===== src/rtl/ips_dbc_trigger_input.sv =====
// Debug-core trigger input: synchronizes and glitch-filters an external trigger, then applies
// a JTAG-loaded enable/polarity/mode word to produce a registered trig_hit.
module ips_dbc_trigger_input #(
    parameter int         TRIG_IN_CHAIN_BIT = 4,
    parameter logic [3:0] INIT_TRIG_IN      = 4'b1001,
    parameter int         SYNC_STAGES       = 2,
    parameter int         FILTER_CYC        = 1,
    parameter logic [4:0] CONF_ID           = 5'd0
) (
    input  logic       clk_trig,
    input  logic       rst_trig,
    input  logic       trig_in,
    input  logic       conf_sel,
    input  logic       shift_i,
    input  logic       conf_tdi,
    output logic       trig_hit,
    input  logic       conf_rden,
    input  logic [4:0] conf_id,
    input  logic       conf_sel_rd,
    output logic       conf_rdata,
    output logic       conf_rdlast
);

    localparam logic [7:0] LP_CNT_LAST = 8'(FILTER_CYC - 1);

    logic [SYNC_STAGES-1:0]       r_sync;
    logic                         r_filt;
    logic                         r_prev;
    logic [7:0]                   r_flt_cnt;
    logic                         r_trig_hit;
    logic [TRIG_IN_CHAIN_BIT-1:0] r_shreg;
    logic [TRIG_IN_CHAIN_BIT-1:0] r_cfg;
    logic                         r_sel_d;
    logic [1:0]                   r_rd_idx;

    logic       w_en;
    logic       w_inv;
    logic [1:0] w_mode;
    logic       w_s_pol;
    logic       w_rd_sel;

    assign w_en     = r_cfg[3];
    assign w_inv    = r_cfg[2];
    assign w_mode   = r_cfg[1:0];
    assign w_s_pol  = r_sync[SYNC_STAGES-1] ^ w_inv;
    assign w_rd_sel = conf_sel_rd && (conf_id == CONF_ID);

    // Config shift chain; the word goes live when conf_sel is released.
    always_ff @(posedge clk_trig or posedge rst_trig) begin
        if (rst_trig) begin
            r_shreg <= '0;
            r_sel_d <= 1'b0;
            r_cfg   <= INIT_TRIG_IN;
        end else begin
            r_sel_d <= conf_sel;
            if (conf_sel && shift_i)
                r_shreg <= {conf_tdi, r_shreg[TRIG_IN_CHAIN_BIT-1:1]};
            if (r_sel_d && !conf_sel)
                r_cfg <= r_shreg;
        end
    end

    always_ff @(posedge clk_trig or posedge rst_trig) begin
        if (rst_trig) begin
            r_sync    <= '0;
            r_filt    <= 1'b0;
            r_flt_cnt <= 8'd0;
            r_prev    <= 1'b0;
        end else begin
            r_sync <= {r_sync[SYNC_STAGES-2:0], trig_in};
            r_prev <= r_filt;
            if (w_s_pol == r_filt) begin
                r_flt_cnt <= 8'd0;
            end else if (r_flt_cnt == LP_CNT_LAST) begin
                r_filt    <= w_s_pol;
                r_flt_cnt <= 8'd0;
            end else begin
                r_flt_cnt <= r_flt_cnt + 8'd1;
            end
        end
    end

    // Mode selects level, rising, falling or any-edge on the filtered level.
    always_ff @(posedge clk_trig or posedge rst_trig) begin
        if (rst_trig) begin
            r_trig_hit <= 1'b0;
        end else if (!w_en) begin
            r_trig_hit <= 1'b0;
        end else begin
            case (w_mode)
                2'b00:   r_trig_hit <= r_filt;
                2'b01:   r_trig_hit <= r_filt & ~r_prev;
                2'b10:   r_trig_hit <= ~r_filt & r_prev;
                default: r_trig_hit <= r_filt ^ r_prev;
            endcase
        end
    end

    // Read index 0 doubles as the idle state; dropping conf_sel_rd restarts at bit 0.
    always_ff @(posedge clk_trig or posedge rst_trig) begin
        if (rst_trig) begin
            r_rd_idx <= 2'd0;
        end else if (!conf_sel_rd) begin
            r_rd_idx <= 2'd0;
        end else if (w_rd_sel && conf_rden) begin
            r_rd_idx <= r_rd_idx + 2'd1;
        end
    end

    assign trig_hit    = r_trig_hit;
    assign conf_rdata  = w_rd_sel & r_cfg[r_rd_idx];
    assign conf_rdlast = w_rd_sel & (r_rd_idx == 2'd3);

endmodule


===== config.mk =====
export PLATFORM = sky130hd
export DESIGN_NAME = ips_dbc_trigger_input
export DESIGN_NICKNAME = d
export VERILOG_FILES = /design/src/rtl/ips_dbc_trigger_input.sv
export SDC_FILE = /design/constraint.sdc
export NUM_CORES = 1
export LEC_CHECK = 0
export ABC_CLOCK_PERIOD_IN_PS = 1900
export BUFFER_PORTS_ARGS = -buffer_cell sky130_fd_sc_hd__buf_4
export CAP_MARGIN = 20
export CORE_MARGIN = 3
export CORE_UTILIZATION = 50
export DETAILED_ROUTE_END_ITERATION = 10
export PLACE_DENSITY = 0.71
export SETUP_SLACK_MARGIN = 0.05
export SLEW_MARGIN = 20
export SYNTH_ARGS = -nofsm -noshare
export SYNTH_HDL_FRONTEND = slang
export SYNTH_SLANG_ARGS = --single-unit

===== constraint.sdc =====
create_clock -name clk_trig -period 1.9 [get_ports clk_trig]
set_input_delay 0.19 -clock clk_trig [delete_from_list [all_inputs] [get_ports clk_trig]]
set_output_delay 0.19 -clock clk_trig [all_outputs]
set_load 0.05 [all_outputs]

==> metrics <==
die width 53.6 um; Final nets 133; Storage cell area 603 sq um; RSZ-0062 raised after global routing false; vias 734; number of synthesized flops with an enable pin 0; Root Buffer clkbuf_4; Crit Path Max Fanout 4; worst-case clock buffer depth 2; Seq/Total Area, Yosys 53.3%; Routed Antenna Nets 0; Top Metal Used met3; met3 routed WL 87 um; first-pass GRT wire length 3070 um; CP cell instances mux4_2, nor4b_4, buf_4; worst min-delay path category in2reg; top cell type's share of synthesized area 48.6%; leakage 0.660 nW; DP Area 1340 sq um; layout cell share with drive strength beyond 1 36.8%; critical path type reg2out; I/O Buffers 15; Worst Skew 0.00390 ns; crit path DAT 1.59 ns; final wirelength 1820 um; Chip Height 53.6 um; M1 WL 858 um; top cells by area, synth dfrtp_1 (49%), mux2_2 (8.0%), ha_1 (5.5%); Period minus WS final 1.78 ns; Main synth FF type dfrtp_1; Power Total 0.00125 W; Overall Global Routing Usage 14.9%; final setup violating endpoints 0; Cell variety after synth 25; Slew Limit Headroom 77.4%; TritonCTS buffer count 3; Final Max Tran Viols 0; syn nets 106; Setup crit end kind output port; vias in the first global route 715; VDD IR max 585 uV; Final TNS setup 0 ns; ys async rst share 100%; Buffers & Inverters on Critical Path 1; Routed met2 length 874 um; Least-Margin Pin Slew 0.336 ns; most common cell after layout, fill and taps aside dfrtp_1; drt pass-1 iters 4; Seq cells post-synth 24; Core Area 2040 sq um; fin crit share 93.5%; leading cell types in the layout, fill and taps excluded dfrtp_1 (22), buf_4 (20), inv_1 (8), mux2_2 (8); Setup Fix Bufs, Post-CTS 0; initial antenna violation count 0; DR WL/cell 12.9 um; max-cap violation count 0; power per cell area 885 nW/um^2; largest net degree at the start of global routing 25; Required @ worst endpoint 1.71 ns; vias per cell 5.21; outcome finished clean; post-synthesis instance area 1130 sq um; CTS sink cnt 24; grt ovf 0; Fillers 163; cell taking the most area after synthesis dfrtp_1; fin area 1410 sq um; Mapped Cells 88; multi-input gate area in the final layout 529 sq um; Starting Density 55.5%; Clock transition at path regs 0.12 ns; WHS 0.109 ns; cell family with most CP delay multiplexers; DPL Wire Length 1440 um; maximum clock frequency 563 MHz; # IOs 16; CP peak stage delay 0.52 ns; # DRC 0; Iter 0 DRT Violations 1; Die ar. 2870 sq um; Antenna diodes 0; row cnt 16; CP max-delay cell mux4_2; CTS tree built; Syn-to-layout area delta 24.8%; routability-driven placement congestion ratio 0.773; Hold Violations, Final 0; H-tree levels 1; Avg Cell Area, Syn 12.9 sq um; latest clock arrival within the worst-skew pair 0.31 ns; startpoint class of the critical path flip-flop; yosys warns 0
[state kept, by name, summed over array words and instances, names as in the netlist]
| name | count |
|---|---|
| r_cfg | 4 |
| r_prev | 1 |
| r_sync | 2 |
| trig_hit | 1 |
| r_sel_d | 1 |
| r_flt_cnt | 8 |
| r_rd_idx | 2 |
| r_shreg | 4 |
| r_filt | 1 |
[logic make-up (layout without fill, tap and decap cells)]
| group | Yosys count | after routing | synth area share [%] |
|---|---|---|---|
| and+or+nand+nor | 25 | 25 | 13.4 |
| AOI/OAI and AO/OA | 7 | 7 | 5.08 |
| muxes | 13 | 13 | 14.6 |
| buffers and inverters | 9 | 35 | 2.98 |
| adders and majority gates | 5 | 5 | 5.52 |
| xor gates and xnor gates | 5 | 5 | 5.19 |
| DFF | 24 | 24 | 53.3 |
[Yosys cell counts, types with 2 or more instances]
| cell | n |
|---|---|
| dfrtp_1 | 22 |
| inv_1 | 8 |
| mux2_2 | 8 |
| ha_1 | 5 |
| nand2_1 | 5 |
| nor2_1 | 5 |
| a21oi_1 | 3 |
| mux2i_1 | 3 |
| nand3_1 | 3 |
| o21ai_0 | 3 |
| or3_1 | 3 |
| dfstp_2 | 2 |
| mux4_2 | 2 |
| nor4b_1 | 2 |
| or4b_4 | 2 |
| xnor2_1 | 2 |
| xor2_1 | 2 |
[timing repair]
action | in CTS | in global routing
gates resized for setup | 0 | 1
hold buffers | 3 | 0
hold endpoints to repair | 24 | 0
endpoints found under the setup margin | 0 | 9
[report_power, final]
group	switching (W)	leakage [nW]	total, W	internal (W)
combinational	0.000124	0.335	0.000311	0.000187
clock	0.000145	0.0210	0.000262	0.000117
sequential	0.0000685	0.304	0.000677	0.000609
[path summary, 6_finish.rpt]
kind,from,end,slack (ns),cells past startpoint
setup reg to reg,r_flt_cnt[1],r_flt_cnt[5],0.24,6
setup / recovery,r_rd_idx[0],conf_rdata,0.12,3
hold reg to reg,r_sync[0],r_sync[1],0.37,0
min in group asynchronous,rst_trig,r_sync[0],0.46,4
hold / removal,conf_tdi,r_shreg[3],0.11,2
max in group asynchronous,rst_trig,r_cfg[0],1.16,4
[cell type report]
| type | count | share of cell area, % |
|---|---|---|
| flip-flops and latches | 24 | 42.7 |
| multi-input cells | 55 | 37.5 |
| clock buffers | 4 | 2.57 |
| inverters | 8 | 2.13 |
| repair buffers | 23 | 12.8 |
| well taps | 27 | 2.39 |
[through the flow]
| stage | setup WS (ns) | instances | utilization, % |
|---|---|---|---|
| 2_1_floorplan | 0.124 | 88 | - |
| 3_3_place_gp | 0.138 | 134 | 65.7 |
| 5_1_grt | 0.0656 | 141 | 69.2 |
| 6_report | 0.123 | 141 | 69.2 |
| 4_1_cts | 0.0683 | 141 | 69.0 |
| 3_5_place_dp | 0.0904 | 134 | 65.7 |
[metal layers]
layer  vias up  global-route usage, %
met5         -                      0
met4         0                   3.83
met3         0                   3.32
met2        14                   25.5
met1       356                   18.9
li1        364                      -
(Power assumes the default switching activity.)
